File: src/rtl/ssd_pkg.sv
`default_nettype none
// +----------------------------------------------------------------------+
// | ssd_pkg                                                              |
// | Glyph table, error-bit indices and glyph decode for ssd_decoder.     |
// | Revision: 1.0                                                        |
// +----------------------------------------------------------------------+
package ssd_pkg;

    // Active-low segment patterns (g..a) for hex digits 0..F.
    localparam logic [6:0] c_glyph_table [16] = '{
        7'b1000000, 7'b1111001, 7'b0100100, 7'b0110000,
        7'b0011001, 7'b0010010, 7'b0000010, 7'b1111000,
        7'b0000000, 7'b0010000, 7'b0001000, 7'b0000011,
        7'b1000110, 7'b0100001, 7'b0000110, 7'b0001110
    };

    typedef enum logic [1:0] {
        ERR_GLYPH    = 2'd0,
        ERR_MULTI    = 2'd1,
        ERR_CONFLICT = 2'd2
    } err_bit_e;

    // Returns {legal, nibble}; an unknown pattern yields {0, 4'h0}.
    function automatic logic [4:0] glyph_decode(input logic [6:0] seg);
        logic [4:0] res;
        res = 5'b0;
        for (int k = 0; k < 16; k++) begin
            if (seg == c_glyph_table[k]) begin
                res = {1'b1, 4'(k)};
            end
        end
        return res;
    endfunction

endpackage
`default_nettype wire

File: src/rtl/ssd_stability_filter.sv
`default_nettype none
// +----------------------------------------------------------------------+
// | ssd_stability_filter                                                 |
// | Registers the display bus and strobes once per stable sample.        |
// | Revision: 1.0                                                        |
// +----------------------------------------------------------------------+
module ssd_stability_filter #(
    parameter int STABLE_CYCLES = 4
) (
    input  logic       clk,
    input  logic       reset,
    input  logic [3:0] i_anode,
    input  logic [7:0] i_segment,
    output logic       o_accept,
    output logic [3:0] o_anode,
    output logic [7:0] o_segment
);

    localparam logic [3:0] c_stable = 4'(STABLE_CYCLES);
    localparam logic [3:0] c_pre    = 4'(STABLE_CYCLES - 1);

    logic [11:0] r_sample;
    logic [11:0] r_prev;
    logic [3:0]  r_cnt;
    logic        r_accept;
    logic        w_same;

    assign w_same = (r_sample == r_prev);

    always_ff @(posedge clk) begin
        if (reset) begin
            r_sample <= 12'd0;
            r_prev   <= 12'd0;
            r_cnt    <= 4'd0;
            r_accept <= 1'b0;
        end else begin
            r_sample <= {i_anode, i_segment};
            r_prev   <= r_sample;
            if (!w_same) begin
                r_cnt <= 4'd0;
            end else if (r_cnt != c_stable) begin
                r_cnt <= r_cnt + 4'd1;
            end
            // Strobe on the transition into saturation only.
            r_accept <= w_same && (r_cnt == c_pre);
        end
    end

    // r_prev still holds the stable value even if the bus moved this cycle.
    assign o_accept  = r_accept;
    assign o_anode   = r_prev[11:8];
    assign o_segment = r_prev[7:0];

endmodule
`default_nettype wire

File: src/rtl/ssd_decoder.sv
`default_nettype none
// +----------------------------------------------------------------------+
// | ssd_decoder                                                          |
// | Recovers the hex value shown on a scanned 4-digit 7-segment display. |
// | Revision: 1.0                                                        |
// +----------------------------------------------------------------------+
module ssd_decoder
    import ssd_pkg::*;
#(
    parameter int STABLE_CYCLES = 4,
    parameter int WINDOW_BITS   = 17
) (
    input  logic        clk,
    input  logic        reset,
    input  logic [3:0]  anode,
    input  logic [7:0]  segment,
    output logic [15:0] data_out,
    output logic [3:0]  enabled_dig,
    output logic [3:0]  point_out,
    output logic [2:0]  error_out,
    output logic        frame_valid
);

    logic                   w_accept;
    logic [3:0]             w_acc_anode;
    logic [7:0]             w_acc_segment;

    logic [WINDOW_BITS-1:0] r_win;
    logic [3:0][3:0]        r_nib;
    logic [3:0]             r_point;
    logic [3:0]             r_seen;
    logic [2:0]             r_flags;

    logic [15:0]            r_data_out;
    logic [3:0]             r_enabled_dig;
    logic [3:0]             r_point_out;
    logic [2:0]             r_error_out;
    logic                   r_frame_valid;

    logic [3:0]             w_low;
    logic                   w_one_hot;
    logic [1:0]             w_idx;
    logic [4:0]             w_dec;
    logic [3:0]             w_new_nib;
    logic                   w_new_pt;
    logic [3:0][3:0]        w_nib;
    logic [3:0][3:0]        w_masked;
    logic [3:0]             w_point;
    logic [3:0]             w_seen;
    logic [2:0]             w_flags;
    logic                   w_win_end;

    ssd_stability_filter #(
        .STABLE_CYCLES (STABLE_CYCLES)
    ) u_filter (
        .clk       (clk),
        .reset     (reset),
        .i_anode   (anode),
        .i_segment (segment),
        .o_accept  (w_accept),
        .o_anode   (w_acc_anode),
        .o_segment (w_acc_segment)
    );

    assign w_low     = ~w_acc_anode;
    assign w_one_hot = (w_low != 4'd0) && ((w_low & (w_low - 4'd1)) == 4'd0);
    assign w_dec     = glyph_decode(w_acc_segment[6:0]);
    assign w_new_nib = w_dec[4] ? w_dec[3:0] : 4'h0;
    assign w_new_pt  = ~w_acc_segment[7];
    assign w_win_end = &r_win;

    always_comb begin
        w_idx = 2'd0;
        for (int k = 0; k < 4; k++) begin
            if (w_low[k]) begin
                w_idx = 2'(k);
            end
        end
    end

    // Next accumulator state; folded straight into the frame at window end.
    always_comb begin
        w_nib   = r_nib;
        w_point = r_point;
        w_seen  = r_seen;
        w_flags = r_flags;
        if (w_accept && w_one_hot) begin
            if (r_seen[w_idx] && ((r_nib[w_idx] != w_new_nib) || (r_point[w_idx] != w_new_pt))) begin
                w_flags[ERR_CONFLICT] = 1'b1;
            end
            if (!w_dec[4]) begin
                w_flags[ERR_GLYPH] = 1'b1;
            end
            w_nib[w_idx]   = w_new_nib;
            w_point[w_idx] = w_new_pt;
            w_seen[w_idx]  = 1'b1;
        end else if (w_accept && (w_low != 4'd0)) begin
            w_flags[ERR_MULTI] = 1'b1;
        end
        for (int k = 0; k < 4; k++) begin
            w_masked[k] = w_seen[k] ? w_nib[k] : 4'h0;
        end
    end

    always_ff @(posedge clk) begin
        if (reset) begin
            r_win         <= '0;
            r_nib         <= '0;
            r_point       <= 4'd0;
            r_seen        <= 4'd0;
            r_flags       <= 3'd0;
            r_data_out    <= 16'd0;
            r_enabled_dig <= 4'd0;
            r_point_out   <= 4'd0;
            r_error_out   <= 3'd0;
            r_frame_valid <= 1'b0;
        end else begin
            r_win         <= r_win + 1'b1;
            r_frame_valid <= 1'b0;
            if (w_win_end) begin
                r_data_out    <= w_masked;
                r_enabled_dig <= w_seen;
                r_point_out   <= w_point & w_seen;
                r_error_out   <= w_flags;
                r_frame_valid <= 1'b1;
                r_nib         <= '0;
                r_point       <= 4'd0;
                r_seen        <= 4'd0;
                r_flags       <= 3'd0;
            end else begin
                r_nib   <= w_nib;
                r_point <= w_point;
                r_seen  <= w_seen;
                r_flags <= w_flags;
            end
        end
    end

    assign data_out    = r_data_out;
    assign enabled_dig = r_enabled_dig;
    assign point_out   = r_point_out;
    assign error_out   = r_error_out;
    assign frame_valid = r_frame_valid;

endmodule
`default_nettype wire

File: config.mk
export PLATFORM = sky130hd
export DESIGN_NAME = ssd_decoder
export DESIGN_NICKNAME = d
export VERILOG_FILES = /design/src/rtl/ssd_pkg.sv /design/src/rtl/ssd_stability_filter.sv /design/src/rtl/ssd_decoder.sv
export SDC_FILE = /design/constraint.sdc
export NUM_CORES = 1
export LEC_CHECK = 0
export CAP_MARGIN = 20
export CORE_ASPECT_RATIO = 0.6
export CORE_MARGIN = 1.5
export CORE_UTILIZATION = 55
export DETAILED_ROUTE_END_ITERATION = 16
export PLACE_DENSITY = 0.77
export SLEW_MARGIN = 30
export SYNTH_ARGS = -nofsm -noshare
export SYNTH_HDL_FRONTEND = slang
export SYNTH_SLANG_ARGS = --single-unit
File: constraint.sdc
create_clock -name clk -period 7.8 [get_ports clk]
set_input_delay 1.17 -clock clk [delete_from_list [all_inputs] [get_ports clk]]
set_output_delay 1.17 -clock clk [all_outputs]
set_load 0.05 [all_outputs]
## Word level (Yosys, flattened, before mapping)

Cells that the tools add are included.

- Register bits after elaboration: 101
- Logic and storage cells: 107
- Output and inout bits: 28

- Eq/ne operators: 20
- Bitwise gates (word level): 6
- Magnitude comparators: 2
- Muxes and demuxes: 46
- Reductions and logical operators: 13
- Add/subtract/negate cells: 3

Operators with widths:

| cell | count |
|---|---|
| $mux 5 | 16 |
| $mux 4 | 9 |
| $eq 7x7->1 const B | 4 |
| $eq 7x5->1 const B | 3 |
| $eq 7x6->1 const B | 3 |
| $add 17x1->17 const B | 1 |
| $reduce_and 17->1 | 1 |
| $bwmux 16 | 1 |
| $mux 16 | 1 |
| $eq 7x2->1 const B | 2 |
| $eq 7x4->1 const B | 2 |
| $eq 12x12->1 | 1 |
| $mux 1 | 11 |
| $and 4x4->4 | 2 |
| $bmux 4 s2 | 1 |
| $demux 4 s2 | 1 |
| $eq 7x3->1 const B | 1 |
| $logic_not 7->1 | 1 |
| $logic_and 1x1->1 | 6 |
| $add 4x1->4 const B | 1 |
| $bmux 1 s2 | 2 |
| $bwmux 4 | 1 |
| $eq 4x2->1 const B | 1 |
| $logic_not 4->1 | 1 |
| 14 further kinds | 17 |

## Longest topological paths before layout

- Word-level depth: 23
- Depth in mapped cells: 12

## Modules after synthesis

A second synthesis with hierarchy kept.

- Cells, all modules: 457
- Area, all modules: 4202.8 um2

By module, submodules not included:

| module | times used | area an instance (um2) | cells each | sequential area each (um2) |
|---|---|---|---|---|
| ssd_decoder | 1 | 3195.6 | 368 | 1441.4 |
| ssd_stability_filter | 1 | 1007.2 | 89 | 580.6 |

## Worst setup path after synthesis

No wires, ideal clock.

- Kind: flip-flop to flip-flop
- Start point: register r_win[3]
- End point: register r_error_out[2], in the netlist error_out[2]
- Stages on the path, launching flop included: 13
- Data required time: 7713 ps
- Arrival time: 2487 ps
- Path slack: 5226 ps
- Path buffers: 1
- Cells stage by stage: dfxtp_1 > nand3_1 > nor2_1 > and3_1 > nand4_1 > nor3_1 > and3_1 > ha_1 > clkbuf_1 > nor2b_1 > inv_1 > o32a_1 > o31ai_1

- Word-level cells in the longest chain between the ends: 1

Ends and longest elaborated chain:

| item | RTL line | text |
|---|---|---|
| from (decl) | ssd_decoder.sv:28 | `logic [WINDOW_BITS-1:0] r_win;` |
| from (signal assigned) | ssd_decoder.sv:118 | `r_win <= r_win + 1'b1;` |
| $reduce_and 17->1 | ssd_decoder.sv:70 | `assign w_win_end = &r_win;` |
| via w_win_end | ssd_decoder.sv:51 | `logic w_win_end;` |
| to (signal assigned) | ssd_decoder.sv:124 | `r_error_out <= w_flags;` |
| to (decl) | ssd_decoder.sv:37 | `logic [2:0] r_error_out;` |

The timed path passes the listed nets, and every way through them passes these cells.
A chain may end at the register's enable or synchronous reset.

## Worst setup path in the final report

Ends and elaborated chain as after synthesis.

==> impl_metrics.toml <==
[finish]
syn2layout_area_growth_pct = 17.4
diodes = 0
layout-drive-gt1-share = 0.0721
fin_nets = 512

[timing]
setup_tns_ps = 0
max_freq_mhz = 323
relSlewSlack = 0.517
rsz0062_at_grt = "false"
slew_violations = 0
hold_viol = 0
finalSetupViolCount = 0
worstMarginPinSlew_ps = 723
fin_crit_sh = 0.397
fin_crit_ps = 3100
fin_skew_ps = 10.0

[power]
power_mw = 1.03
peakVddDrop_mv = 0.0949
switching_share = 0.220
clock_power_share = 0.435
leakage_nw = 1.85
seqPwrFrac = 0.518
internal_power_mw = 0.806
p_sw_mw = 0.228
p_comb_frac = 0.047
power.density_nw_per_um2 = 209

[grt]
grt_pass1_wl_microns = 14200
grt_max_degree = 49
overflow = 0
antenna_found_initial = 0
track_usage = 0.222
first_global_vias = 2991

[logic_synthesis]
synth-edff-count = 0
synth_common_cells = "101 x dfxtp_1, 69 x nor2_1, 45 x nand2_1, 29 x nor2b_1, 25 x a21oi_1"
ys.warnings.count = 0
synthesis.area_sq_um = 4210
synth_top_area_cell = "dfxtp_1"
ys_seq_area_frac = 0.480
yosys_most_used_dff = "dfxtp_1"
async_flop_share = 0
syn_nets = 483
synthCells = 465
synth_cell_types = 57
yosysMostFrequentCell = "dfxtp_1"
synthTopCellsByArea = "dfxtp_1 48%, nor2_1 6.2%, mux2i_1 5.2%"
syn_area_per_cell_sq_um = 9.05
synth_top_area_frac = 0.480
ys_seq_elements = 101

[cts]
clock_latency_ps = 340
numCtsBuffers = 9
cts_max_path_buffers = 2
clk_pin_slew_ps = 70
cts-htree-levels = 3
cts-root-buf = "clkbuf_16"
cts_setup_buffers = 0
ctsResizeCount = 0
cts_tree = "yes"
holdBufCountCts = 0
clkSinkCount = 101

[worst_setup_path]
r2r_end = "error_out[2]"
rr_startpoint = "r_win[3]"
reg2reg_depth = 11
cp-startpoint = "r_win[3]"
start_kind = "register"
crit_required_ps = 8050
cp_max_fo = 8
worstPathArrival_ps = 3350
endpoint_kind = "register"
path_class = "reg2reg"
rrSetupSlack_ps = 4700

[floorplanning]
io_pins = 42
die_height_microns = 70.8
rows = 24
initial_core_util = 0.575
core_area_sq_um = 7330
die_width_microns = 116
dieArea_sq_um = 8210

[routing]
totalWireLength_microns = 8630
ant_nets = 0
drc = 0
via_per_inst = 5.31
first_pass_iters = 4
drtIter0Drc = 297
post_drt_wl_per_cell_microns = 14.3
vias = 3203

[worst_hold_path]
whs_path_depth = 2
hold_path.class = "reg2reg"
min_from = "enabled_dig[1]"
hold_path_end = "enabled_dig[1]"

[run]
max_cap_violations = 0

[place]
port_buffers = 41
gp_congestion = 0.856
hpwl_microns = 6080

[status]
status = "finished, final reports clean"
[area by class of cell]
type | count | area (sq um)
multi-input combinational | 329 | 2020
clock inverter | 6 | 70.1
sequential | 101 | 2020
clock buffer | 10 | 239
fill | 627 | 2380
timing repair buffer | 43 | 425
tap | 104 | 130
inverter | 10 | 37.5
[per-layer routing]
metal | vias up | wire (microns) | GRT usage
li1 | 1627 | - | -
met1 | 1498 | 4450 | 0.324
met2 | 69 | 3660 | 0.326
met3 | 9 | 434 | 0.0540
met4 | 0 | 88 | 0.0637
met5 | - | 0 | 0
[worst max-delay path by stage]
stage	end	slack, ps	cells past startpoint
6_report	error_out[2]	4700	11
5_1_grt	data_out[2]	4340	11
4_1_cts	error_out[2]	4750	11
3_5_place_dp	error_out[2]	4780	11
3_3_place_gp	error_out[2]	4910	11
2_1_floorplan	error_out[2]	5230	12
[power by group through the flow]
stage               combinational [mW]  clock, mW  sequential [mW]
floorplan                       0.0418          0            0.539
global placement                0.0469          0            0.546
detailed placement              0.0478          0            0.547
CTS                             0.0485      0.459            0.535
global route                    0.0530      0.476            0.536
finish                          0.0486      0.450            0.536
[through the flow]
| step | utilization | cell area (sq um) | std cells | worst slack (ps) | hold slack [ps] |
|---|---|---|---|---|---|
| after floorplan | - | 4210 | 465 | 5230 | 413 |
| after global placement | 0.633 | 4630 | 587 | 4910 | 421 |
| after detailed placement | 0.633 | 4630 | 587 | 4780 | 434 |
| after CTS | 0.675 | 4940 | 603 | 4750 | 445 |
| after global routing | 0.675 | 4940 | 603 | 4340 | 468 |
| final | 0.675 | 4940 | 603 | 4700 | 439 |
[critical path: stages (launching register included)]
cell and delay [ps]:
dfxtp_1 390, nand3_1 120, nor2_1 160, and3_1 250
nand4_1 210, nor3_1 330, and3_1 210, ha_1 320
nor2b_1 400, inv_1 180, o32a_1 380, o31ai_1 60
[placed cells by master, fill, tap and decap left out, types with 3 or more instances in the layout]
master           instances
dfxtp_1                101
nor2_1                  69
nand2_1                 45
clkdlybuf4s50_1         41
nor2b_1                 29
a21oi_1                 25
o21ai_0                 22
mux2i_1                 22
xor2_1                  16
xnor2_1                 16
inv_1                   10
clkbuf_16                9
nand3_1                  8
nand4_1                  7
nor3_1                   5
o21ai_1                  5
a31oi_1                  4
a21o_1                   4
ha_1                     4
and3_1                   3
or3_1                    3
o21a_1                   3
a211oi_1                 3
[cells by family after synthesis]
logic type      Yosys count  synth area share
buf+inv                  35            0.0401
flops                   101             0.480
compound gates           78             0.114
mux                      24            0.0603
xor+xnor                 32            0.0666
simple gates            190             0.224
fa+ha+maj                 5            0.0146
[flip-flops by register name, indices dropped and copies added (netlist names), 4 cells and up]
name               count
r_win                 17
data_out              16
r_nib                 16
u_filter.r_prev       12
u_filter.r_sample     12
enabled_dig            4
point_out              4
r_point                4
r_seen                 4
u_filter.r_cnt         4
(Power assumes the default switching activity.)
